**config.mk**
```make
export PLATFORM = sky130hd
export DESIGN_NAME = ps2_scan_receiver
export DESIGN_NICKNAME = d
export VERILOG_FILES = /design/src/rtl/ps2_scan_receiver.sv
export SDC_FILE = /design/constraint.sdc
export NUM_CORES = 1
export LEC_CHECK = 0
export ABC_AREA = 1
export CORE_AREA = 4 4 78 80
export DETAILED_ROUTE_END_ITERATION = 12
export DIE_AREA = 0 0 82 84
export PLACE_DENSITY = 0.72
export SLEW_MARGIN = 10
export SYNTH_ARGS = -nofsm -noshare
export SYNTH_HDL_FRONTEND = slang
export SYNTH_SLANG_ARGS = --single-unit
export TNS_END_PERCENT = 100
```
**constraint.sdc**
```tcl
create_clock -name clk -period 1.2 [get_ports clk]
set_input_delay 0.18 -clock clk [delete_from_list [all_inputs] [get_ports clk]]
set_output_delay 0.18 -clock clk [all_outputs]
set_load 0.005 [all_outputs]
```
**src/rtl/ps2_scan_receiver.sv**
```systemverilog
// ps2_scan_receiver: PS/2 keyboard frame receiver delivering one make code strobe per key press
module ps2_scan_receiver #(
    parameter int FILTER_LEN = 8,
    parameter int TIMEOUT    = 100000,
    parameter int CNT_W      = 17
) (
    input  logic       clk,
    input  logic       rst,
    input  logic       i_ps2_clk,
    input  logic       i_ps2_data,
    output logic [7:0] o_scan_code,
    output logic       o_got_data,
    output logic       o_extended,
    output logic       o_rx_err
);
    localparam int FW = $clog2(FILTER_LEN + 1);

    typedef enum logic [2:0] {S_IDLE, S_DATA, S_PARITY, S_STOP, S_DECODE} state_t;

    state_t           r_state, w_next;
    logic [1:0]       r_clk_s, r_dat_s;
    logic [FW-1:0]    r_fcnt;
    logic             r_fclk, r_fclk_d;
    logic [CNT_W-1:0] r_to_cnt;
    logic [7:0]       r_shreg, r_scan;
    logic [2:0]       r_bit_cnt;
    logic             r_par, r_ext, r_brk, r_extended, r_err;
    logic             w_fall, w_data, w_busy, w_timeout, w_good, w_got;

    assign w_fall    = r_fclk_d & ~r_fclk;
    assign w_data    = r_dat_s[1];
    assign w_busy    = (r_state == S_DATA) || (r_state == S_PARITY) || (r_state == S_STOP);
    assign w_timeout = w_busy && (r_to_cnt == CNT_W'(TIMEOUT));
    assign w_good    = w_data && (^{r_shreg, r_par});
    assign w_got     = (r_state == S_DECODE) && (r_shreg != 8'hE0) && (r_shreg != 8'hF0) && !r_brk;

    // Decode-cycle outputs bypass the holding registers so code and strobe coincide
    assign o_got_data  = w_got;
    assign o_scan_code = w_got ? r_shreg : r_scan;
    assign o_extended  = w_got ? r_ext : r_extended;
    assign o_rx_err    = r_err | w_timeout;

    // Synchronize both lines and debounce the clock; idle bus level is high
    always_ff @(posedge clk) begin
        if (rst) begin
            r_clk_s  <= 2'b11;
            r_dat_s  <= 2'b11;
            r_fcnt   <= '0;
            r_fclk   <= 1'b1;
            r_fclk_d <= 1'b1;
        end else begin
            r_clk_s  <= {r_clk_s[0], i_ps2_clk};
            r_dat_s  <= {r_dat_s[0], i_ps2_data};
            r_fclk_d <= r_fclk;
            if (r_clk_s[1] == r_fclk) begin
                r_fcnt <= '0;
            end else if (r_fcnt == FW'(FILTER_LEN - 1)) begin
                r_fcnt <= '0;
                r_fclk <= r_clk_s[1];
            end else begin
                r_fcnt <= r_fcnt + FW'(1);
            end
        end
    end

    // Frame state register
    always_ff @(posedge clk) begin
        if (rst) r_state <= S_IDLE;
        else     r_state <= w_next;
    end

    // Next-state logic; a timeout aborts any partially received frame
    always_comb begin
        w_next = r_state;
        if (w_timeout) begin
            w_next = S_IDLE;
        end else begin
            case (r_state)
                S_IDLE:   w_next = (w_fall && !w_data) ? S_DATA : S_IDLE;
                S_DATA:   w_next = (w_fall && r_bit_cnt == 3'd7) ? S_PARITY : S_DATA;
                S_PARITY: w_next = w_fall ? S_STOP : S_PARITY;
                S_STOP:   w_next = w_fall ? (w_good ? S_DECODE : S_IDLE) : S_STOP;
                default:  w_next = S_IDLE;
            endcase
        end
    end

    // Deserializer, timeout counter, error strobe and make/break/extended bookkeeping
    always_ff @(posedge clk) begin
        if (rst) begin
            r_to_cnt   <= '0;
            r_shreg    <= '0;
            r_bit_cnt  <= '0;
            r_par      <= 1'b0;
            r_ext      <= 1'b0;
            r_brk      <= 1'b0;
            r_scan     <= '0;
            r_extended <= 1'b0;
            r_err      <= 1'b0;
        end else begin
            r_err    <= (r_state == S_STOP) && w_fall && !w_good && !w_timeout;
            r_to_cnt <= (!w_busy || w_fall || w_timeout) ? '0 : r_to_cnt + CNT_W'(1);
            if (r_state == S_IDLE && w_fall) r_bit_cnt <= '0;
            if (r_state == S_DATA && w_fall && !w_timeout) begin
                r_shreg[r_bit_cnt] <= w_data;
                r_bit_cnt          <= r_bit_cnt + 3'd1;
            end
            if (r_state == S_PARITY && w_fall) r_par <= w_data;
            if (w_timeout) begin
                r_ext <= 1'b0;
                r_brk <= 1'b0;
            end else if (r_state == S_DECODE) begin
                if (r_shreg == 8'hE0) begin
                    r_ext <= 1'b1;
                end else if (r_shreg == 8'hF0) begin
                    r_brk <= 1'b1;
                end else if (r_brk) begin
                    r_brk <= 1'b0;
                    r_ext <= 1'b0;
                end else begin
                    r_scan     <= r_shreg;
                    r_extended <= r_ext;
                    r_ext      <= 1'b0;
                end
            end
        end
    end
endmodule

```
== After elaboration in Yosys (flattened, before gate mapping) ==
Index checks and enable logic that the tools add are counted.

* Input bits: 4
* Logic and storage cells: 91
* Output and inout bits: 11
* Register bits after elaboration: 54

* Mux-type cells: 16
* Add/sub/neg operators: 3
* Bitwise gates (word level): 8
* Reduce and logical (&&, ||, !) cells: 34
* Eq/ne operators: 13
* Order comparisons: 2

{| class="wikitable"
|+ Operator list
! operator !! count
|-
| adder 17 x 1 -> 17 bit (second input constant) || 1
|-
| equality test 17 bit (second input constant) || 1
|-
| equality test 8 bit (second input constant) || 2
|-
| != test 8 bit (second input constant) || 2
|-
| logical AND 1 bit || 15
|-
| 2-to-1 mux 3 bit || 4
|-
| one-hot mux 3 bit (4 select lines) || 1
|-
| XOR reduction 9 bit || 1
|-
| bitwise mux 8 bit || 1
|-
| 2-to-1 mux 8 bit || 1
|-
| 2-to-1 mux 1 bit || 7
|-
| equality test 3 x 2 -> 1 bit (second input constant) || 2
|-
| equality test 3 bit (second input constant) || 2
|-
| NOT 1 bit || 6
|-
| AND reduction 2 bit || 3
|-
| zero test 1 bit || 5
|-
| AND reduction 5 bit || 1
|-
| adder 4 x 1 -> 4 bit (second input constant) || 1
|-
| equality test 4 x 3 -> 1 bit (second input constant) || 1
|-
| logical OR 1 bit || 4
|-
| less-than comparator 3 x 4 -> 1 bit (second input constant) || 1
|-
| OR reduction 2 bit || 2
|-
| adder 3 x 1 -> 3 bit (second input constant) || 1
|-
| demux 1 bit (select 3 bit) || 1
|-
| 10 further kinds || 10
|}

== Depth between registers and ports, before layout ==
Gate-level depths: netlist of the first run.

* Depth after elaboration: 7
* Mapped depth: 11
* Gate-level depth less buffers: 11

== Worst setup path before layout of the first run ==
Ideal clock, no wire load.

* Path kind: reg2reg
* Start: register r_to_cnt[0]
* End: register r_to_cnt[16]
* Period minus slack after synthesis: 1381 ps
* Path buffers: 1
* Path slack: -181 ps
* Library setup time: 117 ps
* Data required time: 1083 ps
* Arrival time: 1265 ps
* Cell stages (with the launch flop): 11
* Cell sequence: dfxtp_1 -> inv_1 -> ha_1 -> nand2_1 -> nor3_2 -> nand3_4 -> nand3_2 -> inv_2 -> nand3_4 -> buf_12 -> nor2_2

* Word-level cells in the longest chain between the ends: 4
* Elaborated cells on any way between the ends: 5
* Those cells by class: add/sub (1); eq/ne (1); reduce/logical (3)

{| class="wikitable"
|+ RTL lines
! element !! RTL line !! source
|-
| from (decl) || 24 || <nowiki>logic [CNT_W-1:0] r_to_cnt;</nowiki>
|-
| from (signal assigned) || 102 || <nowiki>r_to_cnt <= (!w_busy || w_fall || w_timeout) ? '0 : r_to_cnt + CNT_W'(1);</nowiki>
|-
| parallel branches: the longest is 4 deep, another holds adder 17 x 1 -> 17 bit || -- ||
|}

Several ways; the timed one is not identified.
A chain may end at the register's enable or synchronous reset.

== Worst setup path after layout of the first run ==
* Start: register r_shreg[0]
* End: output port o_extended

* Word-level cells in the longest chain between the ends: 5
* Elaborated cells on any way between the ends: 6
* Those cells by class: eq/ne (2); mux (1); reduce/logical (3)

{| class="wikitable"
|+ RTL lines
! element !! RTL line !! source
|-
| from (decl) || 25 || <nowiki>logic [7:0] r_shreg, r_scan;</nowiki>
|-
| from (signal, indexed assignment) || 105 || <nowiki>r_shreg[r_bit_cnt] <= w_data;</nowiki>
|-
| != test 8 bit || 35 || <nowiki>assign w_got = (r_state == S_DECODE) && (r_shreg != 8'hE0) && (r_shreg != 8'hF0) && !r_brk;</nowiki>
|-
| logical AND 1 bit || 35 ||
|-
| logical AND 1 bit (*) (2 in a row) || 35 ||
|-
| 2-to-1 mux 1 bit (*) || 40 || <nowiki>assign o_extended = w_got ? r_ext : r_extended;</nowiki>
|-
| to (decl) || 13 || <nowiki>output logic o_extended,</nowiki>
|}

Mark *: on every way between the ends. The rest lies on a longest branch, timed or not.

==> qor.csv, run 1 <==
metric,value,unit
synthesized flop and latch total,54,
crit path capture,o_extended,
TritonCTS clock tree,built,
max incr delay on CP,0.34,ns
"commonest non-fill, non-tap cells in the layout","68 x buf_4, 61 x nand2_1, 54 x nor2_1, 47 x dfxtp_1, 45 x inv_1",
Post-Syn Instances,393,
xor/xnor share of the synthesized area,5.41,%
met2 GRT Util,40.3,%
Tmin final,2.00,ns
final setup violation count,54,
violated checks,negative setup slack,
Final Hold Fails,0,
DR WL/cell,14.4,um
global-route wire length before repair,12000,um
final cell count without fillers,573,
Relative slew margins,69.0,%
Avg Inst Size Synth,7.00,um2
CP arrival,1.82,ns
GP Congestion,0.868,
Final WS setup,-0.796,ns
sequential element share of the synthesized area,39.3,%
CP cell instances,nor3_2 -> nand3_2 -> nand2_4 -> nor2_4 -> buf_12 -> buf_6 -> or2_1 -> inv_2 -> nor2_2 -> buf_2,
Worst Setup SP,r_shreg[0]$_SDFFE_PP0P_,
Reg2Reg Depth,11,
Die Area,6890,um2
via count,2936,
fin nets,509,
die width,82,um
Routed WL,8250,um
vias in the first global route,2764,
post-synthesis cell area,2750,um2
Worst-Margin Slew,0.465,ns
simple-gate share of the synthesized area,36.0,%
R2R Path End,r_scan[1]$_SDFFE_PP0P_,
CP startpoint kind,register,
Critical R2R Launch,r_state[0]$_SDFF_PP0_,
Sink Count,54,
starting DRC count in detailed routing,175,
crit path max-delay cell type,dfxtp_2,
Starting Density,50.9,%
RSZ-0062 raised after global routing,true,
fin crit share,166,%
share of cells above drive strength 1,47.3,%
diode count,0,
initial antenna violation count,0,
Yosys warning total,0,
"Clk pin slew, worst setup/hold paths",0.10,ns
Inst Count DP,547,
"commonest non-fill, non-tap cell in the layout",buf_4,
largest family of logic cells by synthesized area,simple AND/OR/NAND/NOR gates,
remaining routing DRC violations,0,
Die Y,84,um
Worst Skew,0.0119,ns
grt ovf,0,
worst-case vdd ir drop,0.585,mV
Max Fclk,0.501,GHz
max cap viols,0,
post-route ant nets,0,
Compound-Gate Fraction of Synth Area,5.91,%
largest net degree at the start of global routing,17,
CTS buffer count,5,
met1 usage in global routing,24.9,%
core footprint,5410,um2
"Distinct cells, synth",33,
status,"finished, violations left",
DRT Pass-1 Iters,4,
DR vias/cell,5.12,
global route hottest layer,met2,
Required @ worst endpoint,1.02,ns
Mapped Nets,402,
area grow syn2layout,54.9,%
worst-path fanout max,3,
detailed placer's ending HPWL,4430,um
I/O Buffers,14,
CTS Root Cell,clkbuf_8,
io pins,15,
adder-cell area share of the yosys netlist,2.27,%
fin. max-slew vios,0,
cell row count,27,
number of H-tree levels,2,
multiplexer share of the synthesized area,0,%
Leak,1.80,nW
Bufs on Longest Clock Path,2,
clk_lat worst skew,0.32,ns
pwr/cell area,712,nW/um2
reg2reg setup slack,-0.40,ns
met3 Use GR,4.54,%
Pwr Total,0.00304,W
GRT Total Usage,22.1,%
element type at the critical path end,output pin,
critical path type,register to output pin,
Hold WC Path Type,input pin to register,
-- layer usage --
metal	share of wire (%)	wire (um)
met1	39	3210
met2	54	4450
met3	5.0	410
met4	2.2	184
met5	0	0
-- kinds of logic (layout without fill, tap and decap cells) --
group / Yosys count / in the layout
AO/OA/AOI/OAI: 31 / 31
XOR/XNOR: 17 / 17
adder cells (fa/ha/maj): 5 / 5
buffers and inverters: 72 / 180
flip-flops: 54 / 54
AND/OR/NAND/NOR: 214 / 214
-- through the flow --
step                hold WS (ns)  area, um2  setup TNS [ns]  worst slack [ns]  util (%)
finish                     0.418       4260          -19.51            -0.796      78.9
global route               0.409       4260          -23.73            -0.880      78.9
CTS                        0.412       4040          -18.07            -0.757      74.7
detailed placement         0.404       3570          -17.23            -0.683      66.1
global placement           0.391       3570          -15.08            -0.603      66.1
floorplan                  0.284       2810           -3.36            -0.171         -
-- state kept, by name (all words and copies together), names as in the netlist, 2 cells and up --
signal	flops
r_scan	8
r_fcnt	4
r_bit_cnt	3
r_shreg	8
r_to_cnt	17
r_dat_s	2
r_clk_s	2
r_state	3
-- cells in the mapped netlist --
master / number / area (um2)
and3_1: 1 / 6.26
inv_2: 5 / 18.8
a21oi_1: 17 / 85.1
nand4_1: 9 / 56.3
nor3_2: 1 / 10.0
xor2_1: 12 / 105
clkinv_2: 1 / 5.00
nand3_4: 3 / 52.6
nor3b_1: 1 / 7.51
nor2_4: 1 / 11.3
or2_2: 4 / 25.0
o21ai_0: 6 / 30.0
nand2_2: 2 / 12.5
o21ai_1: 5 / 25.0
a31oi_1: 1 / 6.26
buf_12: 1 / 20.0
nor2_2: 13 / 81.3
ha_1: 5 / 62.6
nand3_2: 1 / 10.0
nand2_1: 82 / 308
nand3_1: 22 / 110
inv_1: 57 / 214
nand2_4: 2 / 22.5
clkbuf_1: 4 / 15.0
nor3_1: 4 / 20.0
or2_1: 1 / 6.26
dfxtp_1: 54 / 1080
o211ai_1: 1 / 7.51
buf_4: 3 / 22.5
buf_6: 1 / 11.3
nor2_1: 67 / 251
xnor2_1: 5 / 43.8
o221ai_1: 1 / 8.76
-- critical path, delay by kind of cell (launching register included) --
| family | cells | cell delay, ns |
|---|---|---|
| flip-flops | 1 | 0.34 |
| AND/OR/NAND/NOR | 6 | 0.72 |
| buffers and inverters | 4 | 0.41 |
-- area by class of cell --
class	count	area (um2)
timing repair buffer	108	977
fill	336	1140
sequential	54	1090
clock inverter	1	8.76
inverter	63	250
tap	72	90.1
timing repair inverter	1	7.51
multi-input combinational	267	1740
clock buffer	7	96.3
-- where the power goes --
group / internal [W] / leakage [nW] / switching [W] / total, W
Combinational: 0.0000512 / 1.31 / 0.0000404 / 0.0000916
Sequential: 0.00180 / 0.439 / 0.00000784 / 0.00181
Clock: 0.000530 / 0.0544 / 0.000610 / 0.00114
Total: 0.00238 / 1.80 / 0.000659 / 0.00304
-- how the worst min path moves through the flow --
stage,startpoint,end,slack [ns],depth (start not counted)
2_1_floorplan,i_ps2_clk,r_clk_s[0]$_SDFF_PP1_,0.28,1
3_3_place_gp,r_dat_s[0]$_SDFF_PP1_,r_dat_s[1]$_SDFF_PP1_,0.39,1
3_5_place_dp,r_clk_s[0]$_SDFF_PP1_,r_clk_s[1]$_SDFF_PP1_,0.40,1
4_1_cts,i_ps2_data,r_dat_s[0]$_SDFF_PP1_,0.41,2
5_1_grt,i_ps2_data,r_dat_s[0]$_SDFF_PP1_,0.41,2
6_report,i_ps2_data,r_dat_s[0]$_SDFF_PP1_,0.42,2
-- repair_timing --
action,in CTS,in global routing
buffers inserted,13,5
pin swaps,19,23
endpoints found under the hold margin,0,0
cloned,3,0
hold buffers,0,0
gates resized for setup,116,55
endpoints found under the setup margin,54,59
Note: power is estimated with default switching activity, not from simulation.
==> run 2, diff against run 1 <==
--- a/config.mk
+++ b/config.mk
@@ -6,9 +6,9 @@
 export NUM_CORES = 1
 export LEC_CHECK = 0
 export ABC_AREA = 1
-export CORE_AREA = 4 4 78 80
+export CORE_AREA = 2 2 76 78
 export DETAILED_ROUTE_END_ITERATION = 12
-export DIE_AREA = 0 0 82 84
+export DIE_AREA = 0 0 78 80
 export PLACE_DENSITY = 0.72
 export SLEW_MARGIN = 10
 export SYNTH_ARGS = -nofsm -noshare
==> run 2 against run 1 <==
Effect of this change: register-to-register slack worse by 0.19 ns; the run still ends with negative setup slack left; combinational power shrank 1%; maximum frequency is 8.7% higher; core utilization shrank 2.6 points; critical endpoint is now o_scan_code[0]; setup slack improved by 0.16 ns; sequential share of layout area increased by 0.88 points; via count shrank 2.5%.
==> qor.csv, run 2 (synthesized netlist as in run 1, its figures left out) <==
metric,value,unit
status,"finished, violations left",
violated checks,negative setup slack,
Tmin final,1.84,ns
Max Fclk,0.544,GHz
Hold WC Path Type,register to register,
Final Hold Fails,0,
Layout fillers,357,
post-layout util,76.3,%
Worst Setup SP,r_shreg[0]$_SDFFE_PP0P_,
remaining routing DRC violations,0,
reg2reg setup slack,-0.59,ns
Die Y,80,um
Die Area,6240,um2
area grow syn2layout,49.7,%
Switching Share,22.4,%
critical path type,register to output pin,
Int Pwr,0.00231,W
CP startpoint kind,register,
Leak,1.74,nW
TritonCTS clock tree,built,
number of flip-flops in the largest register,17,
die width,78,um
initial antenna violation count,0,
vias in the first global route,2674,
number of H-tree levels,2,
DR WL/cell,13.5,um
"commonest non-fill, non-tap cell in the layout",buf_4,
Hold Path Origin,r_dat_s[0]$_SDFF_PP1_,
clk_lat worst skew,0.31,ns
DR vias/cell,5.05,
worst-path fanout max,6,
Worst-Margin Slew,0.386,ns
Gate power share,3.0,%
GRT Total Usage,23.6,%
RSZ-0062 raised after global routing,true,
DRT Pass-1 Iters,5,
Worst Skew,0.00673,ns
fin. max-slew vios,0,
"Clk pin slew, worst setup/hold paths",0.10,ns
clock share of power,36.3,%
detailed placer's ending HPWL,4380,um
GP Congestion,0.856,
Final WS setup,-0.637,ns
starting DRC count in detailed routing,171,
grt ovf,0,
global-route wire length before repair,11700,um
fin nets,503,
Top reg by flops,r_to_cnt,
Top Registers,"r_to_cnt (17), r_scan (8), r_shreg (8)",
largest net degree at the start of global routing,17,
Bufs on Longest Clock Path,2,
"commonest non-fill, non-tap cells in the layout","70 x buf_4, 63 x nand2_1, 58 x nor2_1, 50 x inv_1, 47 x dfxtp_1",
NetSw,0.000665,W
post-route ant nets,0,
fin crit share,153,%
io pins,15,
CP arrival,1.66,ns
core footprint,5410,um2
via count,2862,
Reg area,1090,um2
multi-input logic area,1730,um2
max cap viols,0,
Routed WL,7680,um
element type at the critical path end,output pin,
pwr/cell area,721,nW/um2
Critical R2R Launch,r_state[0]$_SDFF_PP0_,
CTS buffer count,5,
Fin Setup TNS,-25.67,ns
CTS Root Cell,clkbuf_8,
cell row count,27,
Flop pwr share,60.7,%
Starting Density,50.9,%
share of cells above drive strength 1,44.0,%
final setup violation count,54,
worst-case vdd ir drop,0.690,mV
diode count,0,
Required @ worst endpoint,1.02,ns
Relative slew margins,74.2,%
Sink Count,54,
I/O Buffers,14,
## run 2: repair_timing
action                                 4_1_cts  5_1_grt
setup endpoints to repair                   55       56
cloned                                       4        0
setup buffers                               10        3
endpoints found under the hold margin        0        0
pin swaps                                   27       26
gates resized for setup                     96       54
hold buffers                                 0        0
## run 2: worst max-delay path, cell delays in order, from the launching register on
cell and delay (ns):
dfxtp_2 0.36, nor3_2 0.21, nand3_2 0.10, nand2_2 0.10
nor2_4 0.07, buf_12 0.14, buf_8 0.13, a21oi_2 0.12
buf_2 0.12
## run 2: through the flow
stage	total power (W)	hold slack, ns	instance area [um2]	std cells	setup slack (ns)
floorplan	0.00188	0.284	2810	393	-0.171
global placement	0.00191	0.390	3540	544	-0.639
detailed placement	0.00192	0.398	3540	544	-0.740
CTS	0.00297	0.421	3920	565	-0.600
global route	0.00305	0.438	4120	567	-0.734
finish	0.00297	0.417	4120	567	-0.637
## run 2: power groups by stage
stage / Clock (W) / Sequential (W) / Combinational, W
after global placement: 0 / 0.00185 / 0.0000673
after detailed placement: 0 / 0.00185 / 0.0000697
after global routing: 0.00115 / 0.00181 / 0.0000975
after CTS: 0.00109 / 0.00180 / 0.0000824
after floorplan: 0 / 0.00184 / 0.0000347
final: 0.00108 / 0.00180 / 0.0000903
## run 2: final timing paths
| check | to | cells past startpoint |
|---|---|---|
| min | r_dat_s[1]$_SDFF_PP1_ | 1 |
| max | o_scan_code[0] | 8 |
| max reg2reg | r_shreg[6]$_SDFFE_PP0P_ | 14 |
| min reg2reg | r_dat_s[1]$_SDFF_PP1_ | 1 |
## run 2: routing by layer
layer / global-route usage, % / vias up / part of all wire (%)
li1: - / 1424 / -
met1: 27.0 / 1315 / 41
met2: 45.1 / 94 / 50
met3: 3.85 / 29 / 4.7
met4: 6.84 / 0 / 4.1
met5: 0 / - / 0
## run 2: area by class of cell
class                           instances  area share, %
Timing Repair Buffer                  100           21.0
Timing Repair inverter                  1          0.213
Tap cell                               72           2.19
Inverter                               63           6.01
Clock buffer                            6           2.00
Clock inverter                          2          0.304
Multi-Input combinational cell        269           41.9
Sequential cell                        54           26.4
